## config.mk

```make
export PLATFORM = sky130hd
export DESIGN_NAME = bit_speck128_128_ti2_carry_share
export DESIGN_NICKNAME = d
export VERILOG_FILES = /design/src/rtl/bit_speck_pkg.sv /design/src/rtl/bit_speck128_128_ti2_carry_share_ti2_serial_add.sv /design/src/rtl/bit_speck128_128_ti2_carry_share.sv
export SDC_FILE = /design/constraint.sdc
export NUM_CORES = 1
export LEC_CHECK = 0
export CORE_UTILIZATION = 55
export CTS_BUF_LIST = sky130_fd_sc_hd__clkbuf_4
export DETAILED_ROUTE_END_ITERATION = 16
export PLACE_DENSITY_LB_ADDON = 0.3
export SLEW_MARGIN = 20
export SYNTH_ARGS = -nofsm -noshare
export SYNTH_HDL_FRONTEND = slang
export SYNTH_SLANG_ARGS = --single-unit
export TNS_END_PERCENT = 1
```

## constraint.sdc

```tcl
create_clock -name clk -period 49.5 [get_ports clk]
set_clock_uncertainty 0.15 [all_clocks]
set_input_delay 4.95 -clock clk [delete_from_list [all_inputs] [get_ports clk]]
set_output_delay 4.95 -clock clk [all_outputs]
set_load 0.005 [all_outputs]
```

## src/rtl/bit_speck_pkg.sv

```systemverilog
// Shared constants, FSM encoding and helpers for the bit-serial masked
// Speck128/128 core.
package bit_speck_pkg;

    localparam int WORD    = 64;
    localparam int ROUNDS  = 32;
    localparam int CNT_W   = 6;
    localparam int ROR_AMT = 8;
    localparam int ROL_AMT = 3;

    typedef enum logic [1:0] {
        LOAD_IDLE = 2'd0,
        RUN       = 2'd1,
        DONE      = 2'd2
    } state_e;

    // Known-answer vector, laid out as {x, y} and {l0, k0}.
    localparam logic [127:0] KAT_PT  = 128'h6c617669757165207469206564616d20;
    localparam logic [127:0] KAT_KEY = 128'h0f0e0d0c0b0a09080706050403020100;
    localparam logic [127:0] KAT_CT  = 128'ha65d98517978326578_60fedf5c570d18;

    // Bit j of the key-schedule round constant (round index < 32, so only
    // bits 0..4 can be set).
    function automatic logic rc_bit(input logic [CNT_W-1:0] rnd,
                                    input logic [CNT_W-1:0] j);
        logic [7:0] rnd_ext;
        rnd_ext = {2'b00, rnd};
        rc_bit  = (j < 6'd5) ? rnd_ext[j[2:0]] : 1'b0;
    endfunction

endpackage

```

## src/rtl/bit_speck128_128_ti2_carry_share_ti2_serial_add.sv

```systemverilog
// Two-share bit-serial adder. The carry is held as two shares; at the first
// bit of a word the externally supplied carry shares replace the flops.
module ti2_serial_add (
    input  logic clk,
    input  logic rst,
    input  logic en_i,
    input  logic clr_i,
    input  logic first_i,
    input  logic init_a_i,
    input  logic init_b_i,
    input  logic u_a_i,
    input  logic u_b_i,
    input  logic v_a_i,
    input  logic v_b_i,
    output logic sum_a_o,
    output logic sum_b_o
);

    logic c_a_q, c_b_q;
    logic c_a_d, c_b_d;
    logic c_a, c_b;

    // Sum shares and the cross-share carry update; each carry share only
    // mixes its own u/v share with the other operand and both carry shares.
    always_comb begin
        c_a     = first_i ? init_a_i : c_a_q;
        c_b     = first_i ? init_b_i : c_b_q;
        sum_a_o = u_a_i ^ v_a_i ^ c_a;
        sum_b_o = u_b_i ^ v_b_i ^ c_b;
        c_a_d   = (u_a_i & v_a_i) ^ (u_a_i & v_b_i) ^ (u_a_i & c_a) ^
                  (u_a_i & c_b)   ^ (v_a_i & c_a)   ^ (v_a_i & c_b);
        c_b_d   = (u_b_i & v_a_i) ^ (u_b_i & v_b_i) ^ (u_b_i & c_a) ^
                  (u_b_i & c_b)   ^ (v_b_i & c_a)   ^ (v_b_i & c_b);
    end

    // Carry share flops advance only on processed bits; the carry out of
    // bit 63 is simply overwritten by the init mux at the next bit 0.
    always_ff @(posedge clk or posedge rst) begin
        if (rst) begin
            c_a_q <= 1'b0;
            c_b_q <= 1'b0;
        end else if (clr_i) begin
            c_a_q <= 1'b0;
            c_b_q <= 1'b0;
        end else if (en_i) begin
            c_a_q <= c_a_d;
            c_b_q <= c_b_d;
        end
    end

endmodule

```

## src/rtl/bit_speck128_128_ti2_carry_share.sv

```systemverilog
// Bit-serial, 2-share masked Speck128/128 encryption core. Data and key are
// shifted in LSB first, 32 rounds run at one bit per cycle, and the masked
// ciphertext streams out one x bit and one y bit per share per cycle.
//
// Handshake: we has priority in every state and shifts one bit per cycle;
// Start is a run/stream enable, and with Start low all state is held.
module bit_speck128_128_ti2_carry_share
    import bit_speck_pkg::*;
(
    input  logic       clk,
    input  logic       rst,
    input  logic       data_ina,
    input  logic       data_inb,
    input  logic       k_data_ina,
    input  logic       k_data_inb,
    input  logic       carry_init_a,
    input  logic       carry_init_b,
    input  logic       we,
    input  logic       Start,
    output logic [1:0] cipher_out1,
    output logic [1:0] cipher_out2,
    output logic       rndlessthan32
);

    // Word registers; bit 0 is always the bit being consumed.
    logic [WORD-1:0] x_a_q, x_b_q, y_a_q, y_b_q;
    logic [WORD-1:0] l_a_q, l_b_q, k_a_q, k_b_q;
    // Old low bits still needed by the ROR8 tap near the end of a round.
    logic [ROR_AMT-1:0] xh_a_q, xh_b_q, lh_a_q, lh_b_q;
    // Old bits j-1..j-3 needed by the ROL3 tap.
    logic [ROL_AMT-1:0] yh_a_q, yh_b_q, kh_a_q, kh_b_q;

    logic [CNT_W-1:0] bit_q, round_q;
    state_e           state_q;

    logic run_en, stream_en, first, last;
    logic hist_tap, old_tap, hist_shift, rc;
    logic rx_a, rx_b, rl_a, rl_b;
    logic ry_a, ry_b, rk_a, rk_b;
    logic xs_a, xs_b, ls_a, ls_b;
    logic xn_a, xn_b, yn_a, yn_b;
    logic ln_a, ln_b, kn_a, kn_b;

    // Control decode and rotation taps for the current bit position.
    always_comb begin
        run_en     = !we && Start && (state_q != DONE) && (round_q < CNT_W'(ROUNDS));
        stream_en  = !we && Start && (state_q == DONE);
        first      = (bit_q == '0);
        last       = (bit_q == CNT_W'(WORD - 1));
        hist_tap   = (bit_q >= CNT_W'(WORD - ROR_AMT));
        old_tap    = (bit_q < CNT_W'(ROL_AMT));
        hist_shift = (bit_q < CNT_W'(ROR_AMT)) || hist_tap;
        rc         = rc_bit(round_q, bit_q);
        rx_a       = hist_tap ? xh_a_q[0] : x_a_q[ROR_AMT];
        rx_b       = hist_tap ? xh_b_q[0] : x_b_q[ROR_AMT];
        rl_a       = hist_tap ? lh_a_q[0] : l_a_q[ROR_AMT];
        rl_b       = hist_tap ? lh_b_q[0] : l_b_q[ROR_AMT];
        ry_a       = old_tap ? y_a_q[WORD-ROL_AMT] : yh_a_q[ROL_AMT-1];
        ry_b       = old_tap ? y_b_q[WORD-ROL_AMT] : yh_b_q[ROL_AMT-1];
        rk_a       = old_tap ? k_a_q[WORD-ROL_AMT] : kh_a_q[ROL_AMT-1];
        rk_b       = old_tap ? k_b_q[WORD-ROL_AMT] : kh_b_q[ROL_AMT-1];
        // Round key k_r is applied share-wise; the round constant goes to share a only.
        xn_a       = xs_a ^ k_a_q[0];
        xn_b       = xs_b ^ k_b_q[0];
        yn_a       = ry_a ^ xn_a;
        yn_b       = ry_b ^ xn_b;
        ln_a       = ls_a ^ rc;
        ln_b       = ls_b;
        kn_a       = rk_a ^ ln_a;
        kn_b       = rk_b ^ ln_b;
    end

    ti2_serial_add u_data_add (
        .clk      (clk),
        .rst      (rst),
        .en_i     (run_en),
        .clr_i    (we),
        .first_i  (first),
        .init_a_i (carry_init_a),
        .init_b_i (carry_init_b),
        .u_a_i    (rx_a),
        .u_b_i    (rx_b),
        .v_a_i    (y_a_q[0]),
        .v_b_i    (y_b_q[0]),
        .sum_a_o  (xs_a),
        .sum_b_o  (xs_b)
    );

    ti2_serial_add u_key_add (
        .clk      (clk),
        .rst      (rst),
        .en_i     (run_en),
        .clr_i    (we),
        .first_i  (first),
        .init_a_i (carry_init_a),
        .init_b_i (carry_init_b),
        .u_a_i    (rl_a),
        .u_b_i    (rl_b),
        .v_a_i    (k_a_q[0]),
        .v_b_i    (k_b_q[0]),
        .sum_a_o  (ls_a),
        .sum_b_o  (ls_b)
    );

    // Controller: state, bit counter and round counter.
    always_ff @(posedge clk or posedge rst) begin
        if (rst) begin
            state_q <= LOAD_IDLE;
            bit_q   <= '0;
            round_q <= '0;
        end else if (we) begin
            state_q <= LOAD_IDLE;
            bit_q   <= '0;
            round_q <= '0;
        end else if (run_en) begin
            state_q <= RUN;
            bit_q   <= bit_q + 1'b1;
            if (last) begin
                round_q <= round_q + 1'b1;
                if (round_q == CNT_W'(ROUNDS - 1)) begin
                    state_q <= DONE;
                end
            end
        end
    end

    // Datapath shift registers: serial load, round processing, output rotation.
    always_ff @(posedge clk or posedge rst) begin
        if (rst) begin
            x_a_q  <= '0;
            x_b_q  <= '0;
            y_a_q  <= '0;
            y_b_q  <= '0;
            l_a_q  <= '0;
            l_b_q  <= '0;
            k_a_q  <= '0;
            k_b_q  <= '0;
            xh_a_q <= '0;
            xh_b_q <= '0;
            lh_a_q <= '0;
            lh_b_q <= '0;
            yh_a_q <= '0;
            yh_b_q <= '0;
            kh_a_q <= '0;
            kh_b_q <= '0;
        end else if (we) begin
            // {x,y} and {l,k} behave as single 128-bit registers during load.
            x_a_q  <= {data_ina, x_a_q[WORD-1:1]};
            x_b_q  <= {data_inb, x_b_q[WORD-1:1]};
            y_a_q  <= {x_a_q[0], y_a_q[WORD-1:1]};
            y_b_q  <= {x_b_q[0], y_b_q[WORD-1:1]};
            l_a_q  <= {k_data_ina, l_a_q[WORD-1:1]};
            l_b_q  <= {k_data_inb, l_b_q[WORD-1:1]};
            k_a_q  <= {l_a_q[0], k_a_q[WORD-1:1]};
            k_b_q  <= {l_b_q[0], k_b_q[WORD-1:1]};
            xh_a_q <= '0;
            xh_b_q <= '0;
            lh_a_q <= '0;
            lh_b_q <= '0;
            yh_a_q <= '0;
            yh_b_q <= '0;
            kh_a_q <= '0;
            kh_b_q <= '0;
        end else if (run_en) begin
            x_a_q  <= {xn_a, x_a_q[WORD-1:1]};
            x_b_q  <= {xn_b, x_b_q[WORD-1:1]};
            y_a_q  <= {yn_a, y_a_q[WORD-1:1]};
            y_b_q  <= {yn_b, y_b_q[WORD-1:1]};
            l_a_q  <= {ln_a, l_a_q[WORD-1:1]};
            l_b_q  <= {ln_b, l_b_q[WORD-1:1]};
            k_a_q  <= {kn_a, k_a_q[WORD-1:1]};
            k_b_q  <= {kn_b, k_b_q[WORD-1:1]};
            // Capture old bits 0..7 early in the round, replay them at bits 56..63.
            if (hist_shift) begin
                xh_a_q <= {x_a_q[0], xh_a_q[ROR_AMT-1:1]};
                xh_b_q <= {x_b_q[0], xh_b_q[ROR_AMT-1:1]};
                lh_a_q <= {l_a_q[0], lh_a_q[ROR_AMT-1:1]};
                lh_b_q <= {l_b_q[0], lh_b_q[ROR_AMT-1:1]};
            end
            yh_a_q <= {yh_a_q[ROL_AMT-2:0], y_a_q[0]};
            yh_b_q <= {yh_b_q[ROL_AMT-2:0], y_b_q[0]};
            kh_a_q <= {kh_a_q[ROL_AMT-2:0], k_a_q[0]};
            kh_b_q <= {kh_b_q[ROL_AMT-2:0], k_b_q[0]};
        end else if (stream_en) begin
            x_a_q <= {x_a_q[0], x_a_q[WORD-1:1]};
            x_b_q <= {x_b_q[0], x_b_q[WORD-1:1]};
            y_a_q <= {y_a_q[0], y_a_q[WORD-1:1]};
            y_b_q <= {y_b_q[0], y_b_q[WORD-1:1]};
        end
    end

    // Outputs: ciphertext bits only in DONE, round-count flag from the counter.
    always_comb begin
        cipher_out1   = (state_q == DONE) ? {x_a_q[0], y_a_q[0]} : 2'b00;
        cipher_out2   = (state_q == DONE) ? {x_b_q[0], y_b_q[0]} : 2'b00;
        rndlessthan32 = (round_q < CNT_W'(ROUNDS));
    end

endmodule

```

==> run summary, run 1 <==
outcome -> completed
Yosys reg bits -> 574
CTS root buffer -> clkbuf_4
Hold Vio Cnt, Final -> 0
DP Wirelength -> 19500 um
drc violations -> 0
Routed Wire Length -> 34900 um
Area contributors post-synth -> dfrtp_1 64%, nand2_1 15%, mux2_2 13%
I/O pin count -> 15
CORE AREA -> 39800 um^2
WP data arrival -> 9.13 ns
reg-to-reg startpoint -> state_q[0]$_DFFE_PP0P_
Crit Path Max Fanout -> 91
CTS H-tree lvls -> 4
Min-Delay Path Class -> flip-flop to flip-flop
gr usage total -> 0.180
total grt overflow -> 0
clock latency at the later pin of the worst-skew pair -> 0.80 ns
DP Worst Slack -> 39.90 ns
DR vias -> 13600
die area -> 41300 um^2
Tightest Pin Transition -> 1.07 ns
fraction of final layout cells sized beyond drive strength 1 -> 0.235
Synth Net Count -> 2019
Pleak -> 12.9 nW
Site Rows -> 73
Yosys top cell area share -> 0.645
post-DR wirelength/cell -> 13.0 um
Syn. warnings -> 0
number of synthesized flops with an enable pin -> 0
max-slew violations -> 0
Synth area leader -> dfrtp_1
global-route wire length before repair -> 62200 um
total CTS buffers -> 148
DR iter-0 viols -> 946
Die W -> 203 um
Clock Sink Count -> 574
IO Port Bufs -> 14
mean post-synth cell area -> 11.1 um^2
Reg clk slew, reported paths -> 0.06 ns
critical path class -> primary input to flip-flop
overall power -> 1.09 mW
count of cells resized by post-cts repair -> 0
power per cell area -> 44.1 nW/um^2
Initial Util -> 0.560
sequential cell area fraction in the yosys report -> 0.645
startpoint types -> primary input
vias in the first global route -> 13700
initial antenna violation count -> 2
GP Congestion -> 0.816
Die Height -> 203 um
postcts setup bufs -> 0
layout filler cell count -> 3127
Post-layout nets -> 2092
Area growth syn-to-layout -> 10.5%
setup violators final -> 0
final period utilization -> 0.174
count of cell types in the netlist -> 49
drt first pass iters -> 5
CP Data Required Time -> 49.99 ns
Post-synth ARST share -> 1.00
unrepaired setup endpoints after global routing -> false
Period minus WS final -> 8.63 ns
Main synth FF type -> dfrtp_1
FF+latch area -> 14400 um^2
Routed Antenna Nets -> 0
count leader, synth -> nand2_1
setup tns final -> 0 ns
largest net degree at the start of global routing -> 253
maximum vdd drop -> 0.0295 mV
crit end category -> flip-flop
worst hold start -> y_a_q[25]$_DFFE_PP0P_
drt via density -> 5.07
Max Cap Violations -> 0
setup ws final -> 40.87 ns
CTS tree -> done
Critical Path Source -> Start
Synth Instances -> 2001
worst-case clock buffer depth -> 3
Post-CTS Hold Buffers -> 0
Multi-input gate area -> 7460 um^2
slew margin rel. -> 0.287
Post-synth top cells -> 861 x nand2_1, 574 x dfrtp_1, 258 x mux2_2
synthesized area -> 22300 um^2
achievable frequency -> 116 MHz
==> kinds of logic after synthesis <==
kind of cell / share of synthesized area
AOI/OAI and AO/OA: 0.0243
adders and majority gates: 0.00449
xor gates and xnor gates: 0.00904
muxes: 0.135
and+or+nand+nor: 0.161
DFF: 0.645
buffers and inverters: 0.0224
==> metrics by stage <==
step	cells	hold WS (ns)	util	instance area (um^2)
3_3_place_gp	2448	0.298	0.572	22800
3_5_place_dp	2449	0.305	0.573	22800
6_report	2692	0.301	0.618	24600
5_1_grt	2692	0.326	0.618	24600
2_1_floorplan	2001	0.289	-	22300
4_1_cts	2690	0.295	0.618	24600
==> layout by cell type (no fill, tap or decap), types with 14 or more instances in the layout <==
master	count
nand2_1	860
o21ai_0	46
a21oi_1	20
mux2_2	258
clkdlybuf4s50_1	14
dfrtp_1	574
clkinv_1	20
clkbuf_4	207
nor2_1	20
==> per-layer routing <==
metal | wire length [um] | track usage | vias up
met5 | 0 | 0 | -
met1 | 16500 | 0.247 | 6726
li1 | - | - | 6661
met2 | 16500 | 0.274 | 204
met4 | 563 | 0.0760 | 0
met3 | 1320 | 0.0463 | 51
==> critical path, cell delays in order <==
cell and delay, ns:
clkdlybuf4s50_1 0.50, nor2b_1 0.20, and2_0 0.17, buf_4 0.22, nor2_4 0.13, buf_6 0.57
buf_4 0.94, buf_4 0.85, mux2_2 0.42
==> final cells by class <==
type | instances | area share
clock inverter | 34 | 0.00981
timing repair buffer | 30 | 0.0122
multi-input combinational | 1310 | 0.303
antenna | 2 | 0.000203
clock buffer | 207 | 0.0631
sequential | 574 | 0.583
tap | 525 | 0.0267
inverter | 10 | 0.00203
==> power breakdown <==
part           internal (mW)  switching [mW]
combinational         0.0575          0.0533
clock                  0.212           0.179
sequential             0.547          0.0385
==> path summary, 6_finish.rpt <==
kind	depth (start not counted)	endpoint	slack, ns
worst min register to register	2	y_a_q[24]$_DFFE_PP0P_	0.30
max in group asynchronous	4	l_a_q[2]$_DFFE_PP0P_	42.47
min in group asynchronous	2	x_b_q[27]$_DFFE_PP0P_	4.53
worst min-delay path	2	y_a_q[24]$_DFFE_PP0P_	0.30
worst max-delay path	9	k_a_q[39]$_DFFE_PP0P_	40.87
worst max register to register	8	k_a_q[39]$_DFFE_PP0P_	45.05
==> sequential cells by signal (all words and copies together), names as in the netlist, 2 cells and up <==
| register | flops |
|---|---|
| k_a_q | 64 |
| k_b_q | 64 |
| l_a_q | 64 |
| l_b_q | 64 |
| x_a_q | 64 |
| x_b_q | 64 |
| y_a_q | 64 |
| y_b_q | 64 |
| lh_a_q | 8 |
| lh_b_q | 8 |
| xh_a_q | 8 |
| xh_b_q | 8 |
| bit_q | 6 |
| round_q | 6 |
| kh_a_q | 3 |
| kh_b_q | 3 |
| yh_a_q | 3 |
| yh_b_q | 3 |
| state_q | 2 |
Note: power is estimated with default switching activity, not from simulation.
==> inputs of run 2 (changes only) <==
- clock period: 49.5 -> 8.4 ns (I/O delays scaled with it)
==> run summary, run 2 (same netlist as run 1, synthesis figures left out) <==
drc violations -> 0 (unchanged)
placed cell count -> 2447 (-0.082%)
I/O pin count -> 15 (unchanged)
Non-Filler Instances -> 2697 (+0.19%)
unrepaired setup endpoints after global routing -> false
CTS root buffer -> clkbuf_4
CP Data Required Time -> 7.41 ns (-42.58 ns)
worst r2r path cells -> 7 (-1)
drt first pass iters -> 5 (unchanged)
Routed Antenna Nets -> 0 (unchanged)
startpoint types -> flip-flop
CORE AREA -> 39800 um^2 (unchanged)
CTS tree -> done
global-route wire length before repair -> 63200 um (+1.5%)
power per cell area -> 260 nW/um^2 (+490%)
most common cell after layout, fill and taps aside -> nand2_1
r2r setup slk -> 5.52 ns (-39.53 ns)
Clock Sink Count -> 574 (unchanged)
Post-layout nets -> 2089 (-0.14%)
total CTS buffers -> 146 (-1.4%)
Area growth syn-to-layout -> 10.8%
GP Congestion -> 0.809 (-0.81%)
total grt overflow -> 0 (unchanged)
critical path class -> flip-flop to output pin
Crit Path Max Fanout -> 7 (-92%)
maximum vdd drop -> 0.155 mV (+430%)
slew margin rel. -> 0.201 (-0.0860)
final period utilization -> 0.395
worst-case clock buffer depth -> 3 (unchanged)
Pleak -> 12.9 nW (about the same)
clock latency at the later pin of the worst-skew pair -> 0.84 ns (+0.04 ns)
DP Wirelength -> 19400 um (-0.87%)
Initial Util -> 0.560 (unchanged)
Die W -> 203 um (unchanged)
Period minus WS final -> 3.32 ns
DR iter-0 viols -> 950 (+0.42%)
reg-to-reg startpoint -> state_q[0]$_DFFE_PP0P_
fraction of final layout cells sized beyond drive strength 1 -> 0.237 (+0.00258)
DP Worst Slack -> 4.73 ns (-35.17 ns)
postcts setup bufs -> 0 (unchanged)
Max Cap Violations -> 0 (unchanged)
R2R Path End -> x_a_q[32]$_DFFE_PP0P_
outcome -> completed
Min-Delay Path Class -> primary input to async pin
Site Rows -> 73 (unchanged)
count of cells resized by post-cts repair -> 0 (unchanged)
crit end category -> output pin
gr usage total -> 0.182 (+0.00177)
Tightest Pin Transition -> 1.20 ns (+0.129 ns)
DR vias -> 13600 (-0.13%)
most frequent cells in the layout -> 860 x nand2_1, 574 x dfrtp_1, 258 x mux2_2, 211 x clkbuf_4, 46 x o21ai_0
WP data arrival -> 2.33 ns (-6.80 ns)
largest net degree at the start of global routing -> 253 (unchanged)
max-slew violations -> 0 (unchanged)
setup ws final -> 5.08 ns (-35.79 ns)
Die Height -> 203 um (unchanged)
vias in the first global route -> 14100 (+3.4%)
Reg clk slew, reported paths -> 0.06 ns (about the same)
setup violators final -> 0 (unchanged)
drt via density -> 5.05 (-0.32%)
die area -> 41300 um^2 (unchanged)
CTS H-tree lvls -> 4 (unchanged)
IO Port Bufs -> 14 (unchanged)
initial antenna violation count -> 1 (-1)
Hold Vio Cnt, Final -> 0 (unchanged)
achievable frequency -> 301 MHz
post-DR wirelength/cell -> 13.0 um (+0.12%)
Routed Wire Length -> 35000 um (+0.30%)
Post-CTS Hold Buffers -> 0 (unchanged)
[run 2: metal layers]
metal,GRT usage,up-vias,wire length [um]
met4,0.0811,0,867
met1,0.242,6670,16500
met3,0.0478,80,1480
li1,-,6658,-
met5,0,-,0
met2,0.283,216,16200
[run 2: how the worst max path moves through the flow]
stage,slack [ns],depth (start not counted),to,startpoint
final,5.08,3,cipher_out2[0],state_q[0]$_DFFE_PP0P_
after global routing,4.96,3,cipher_out1[0],state_q[0]$_DFFE_PP0P_
after CTS,5.04,3,cipher_out2[0],state_q[0]$_DFFE_PP0P_
after detailed placement,4.73,4,k_a_q[25]$_DFFE_PP0P_,rst
after global placement,4.78,4,k_a_q[25]$_DFFE_PP0P_,rst
after floorplan,-0.41,1,bit_q[0]$_DFFE_PP0P_,rst
[run 2: per-stage QoR]
stage	util	setup TNS [ns]	hold slack [ns]	total power, mW	area, um^2
after global placement	0.573	0	0.298	4.11	22800
after floorplan	-	-235.08	0.289	4.00	22300
after detailed placement	0.573	0	0.305	4.16	22800
after global routing	0.620	0	0.159	6.82	24700
final	0.620	0	0.205	6.41	24700
after CTS	0.619	0	0.142	6.53	24600
[run 2: final cells by class]
type	count	area, um^2
fill	3200	15100
tap	525	657
inverter	10	41.3
multi-input combinational	1310	7460
timing repair buffer	29	330
clock buffer	211	1580
antenna	1	2.50
sequential	574	14400
clock inverter	37	245
[run 2: report_power, final]
group	internal (mW)	leakage (nW)	switching (mW)	total, mW
logic	0.341	4.10	0.315	0.655
registers	3.22	7.76	0.230	3.45
clock network	1.22	1.07	1.09	2.30
[run 2: worst max-delay path: stages, from the launching register on]
cell and delay (ns):
dfrtp_1 0.39, nand2b_1 0.29, nor2_1 0.29, clkdlybuf4s50_1 0.56
==> inputs of run 3 (changes only) <==
- clock period: 8.4 -> 3.05 ns (I/O delays scaled with it)
==> run summary, run 3 (same netlist as run 1, synthesis figures left out) <==
outcome -> completed
Clk pwr share -> 0.365 (+0.006)
die area -> 41300 um^2 (unchanged)
overall power -> 18.0 mW (+180%)
setup violators final -> 0 (unchanged)
Site Rows -> 73 (unchanged)
slew margin rel. -> 0.516 (+0.314)
CTS H-tree lvls -> 4 (unchanged)
CTS tree -> done
DR vias -> 13900 (+1.8%)
fraction of final layout cells sized beyond drive strength 1 -> 0.247 (+0.00937)
IO Port Bufs -> 14 (unchanged)
Pleak -> 13.2 nW (+2.2%)
setup ws final -> 0.286 ns (-4.79 ns)
Area growth syn-to-layout -> 13.2%
Die W -> 203 um (unchanged)
critical path class -> flip-flop to output pin
unrepaired setup endpoints after global routing -> false
switching power total -> 4.41 mW (+170%)
fin util -> 0.633 (+0.0136)
Non-Filler Instances -> 2724 (+1.0%)
DR iter-0 viols -> 814 (-14%)
max-slew violations -> 0 (unchanged)
CP max-delay cell -> clkdlybuf4s50_1
Logic pwr share -> 0.106 (+0.004)
CP Data Required Time -> 2.59 ns (-4.82 ns)
startpoint types -> flip-flop
most common cell after layout, fill and taps aside -> nand2_1
crit end category -> output pin
Post-CTS Hold Buffers -> 5 (+5)
Initial Util -> 0.560 (unchanged)
I/O pin count -> 15 (unchanged)
count of cells resized by post-cts repair -> 0 (unchanged)
global-route wire length before repair -> 65000 um (+2.9%)
Clock Sink Count -> 574 (unchanged)
vias in the first global route -> 14200 (+0.30%)
final period utilization -> 0.906
Max Cap Violations -> 0 (unchanged)
most frequent cells in the layout -> 860 x nand2_1, 574 x dfrtp_1, 258 x mux2_2, 213 x clkbuf_4, 46 x o21ai_0
DP Wirelength -> 21600 um (+11%)
Routed Antenna Nets -> 0 (unchanged)
drt via density -> 5.09 (+0.75%)
r2r setup slk -> 0.51 ns (-5.01 ns)
Post-layout nets -> 2127 (+1.8%)
Slowest Stage Delay on Critical Path -> 0.57 ns (about the same)
reg-to-reg startpoint -> bit_q[4]$_DFFE_PP0P_
Sw Share -> 0.246 (-0.00874)
drt first pass iters -> 5 (unchanged)
post-route cell area -> 25200 um^2 (+2.2%)
Routed Wire Length -> 36400 um (+4.0%)
postcts setup bufs -> 0 (unchanged)
DP Worst Slack -> 0.480 ns (-4.25 ns)
WP data arrival -> 2.31 ns (-0.02 ns)
placed cell count -> 2480 (+1.3%)
CORE AREA -> 39800 um^2 (unchanged)
worst-case clock buffer depth -> 3 (unchanged)
Period minus WS final -> 2.76 ns
Crit Path Max Fanout -> 7 (unchanged)
clock latency at the later pin of the worst-skew pair -> 0.85 ns (about the same)
GP Congestion -> 0.840 (+3.8%)
R2R Path End -> u_data_add.c_b_q$_DFFE_PP0P_
CTS root buffer -> clkbuf_4
total CTS buffers -> 147 (+0.68%)
worst-path cell chain -> nand2b_1 > nor2_1 > clkdlybuf4s50_1
worst setup path endpoint -> cipher_out2[0]
Critical Path Source -> state_q[0]$_DFFE_PP0P_
achievable frequency -> 362 MHz
Hold Vio Cnt, Final -> 0 (unchanged)
Die Height -> 203 um (unchanged)
initial antenna violation count -> 1 (unchanged)
maximum vdd drop -> 0.437 mV (+180%)
Reg clk slew, reported paths -> 0.07 ns (about the same)
Min-Delay Path Class -> primary input to flip-flop
drc violations -> 0 (unchanged)
total grt overflow -> 0 (unchanged)
post-DR wirelength/cell -> 13.4 um (+3.0%)
gr usage total -> 0.190 (+0.00808)
Cell Int Power -> 13.6 mW (+180%)
power share of the sequential group -> 0.529 (-0.009)
worst r2r path cells -> 7 (unchanged)
largest net degree at the start of global routing -> 128 (-49%)
Tightest Pin Transition -> 0.725 ns (-0.473 ns)
power per cell area -> 712 nW/um^2 (+170%)
placed cell areas -> 23300 um^2 (+2.2%)
[run 3: cell types whose count changed in the layout (fill, tap and decap cells not counted)]
cell / delta
buf_16: -1
inv_2: +2
clkinvlp_4: -5
inv_6: -2
clkinv_1: -5
dlygate4sd3_1: +5
buf_4: +15
clkinv_2: -3
buf_12: +20
buf_6: -2
bufinv_16: +4
clkbuf_4: +2
clkinv_4: -3
[run 3: layout make-up]
type                            count  area [um^2]
Sequential cell                   574        14400
Clock inverter                     25          258
Timing Repair Buffer               66          843
Multi-Input combinational cell   1310         7460
Antenna cell                        1         2.50
Fill cell                        3111        14600
Tap cell                          525          657
Inverter                           10         41.3
Clock buffer                      213         1600
[run 3: worst min path at each step]
| stage | startpoint | endpoint | depth (start not counted) |
|---|---|---|---|
| final | we | bit_q[0]$_DFFE_PP0P_ | 2 |
| after floorplan | k_data_ina | l_a_q[63]$_DFFE_PP0P_ | 2 |
| after CTS | we | bit_q[0]$_DFFE_PP0P_ | 2 |
| after global routing | we | bit_q[0]$_DFFE_PP0P_ | 2 |
| after detailed placement | y_b_q[37]$_DFFE_PP0P_ | y_b_q[37]$_DFFE_PP0P_ | 2 |
| after global placement | x_a_q[20]$_DFFE_PP0P_ | x_a_q[20]$_DFFE_PP0P_ | 2 |
[run 3: routing by layer]
| layer | vias to the layer above | routed length (um) | track usage | share of wire |
|---|---|---|---|---|
| li1 | 6745 | - | - | - |
| met1 | 6828 | 16800 | 0.252 | 0.46 |
| met2 | 227 | 17200 | 0.296 | 0.47 |
| met3 | 63 | 1670 | 0.0553 | 0.046 |
| met4 | 0 | 716 | 0.0771 | 0.020 |
| met5 | - | 0 | 0 | 0 |
[run 3: per-stage QoR]
stage	hold slack, ns	TNS [ns]
after global placement	0.298	0
after CTS	0.125	0
after global routing	0.200	0
after detailed placement	0.305	0
final	0.223	0
after floorplan	0.276	-2998.89
[run 3: critical path: cells and delay by family, from the launching register on]
family / cells / cell delay [ns]
AND/OR/NAND/NOR: 2 / 0.56
buffers and inverters: 1 / 0.57
flip-flops: 1 / 0.38
[run 3: power by group through the flow]
| stage | clock [mW] | combinational [mW] | sequential, mW |
|---|---|---|---|
| after floorplan | 0 | 1.57 | 9.45 |
| after global placement | 0 | 1.83 | 9.57 |
| after detailed placement | 0 | 1.93 | 9.64 |
| after CTS | 6.83 | 1.95 | 9.52 |
| after global routing | 7.25 | 2.17 | 9.67 |
| final | 6.56 | 1.90 | 9.51 |
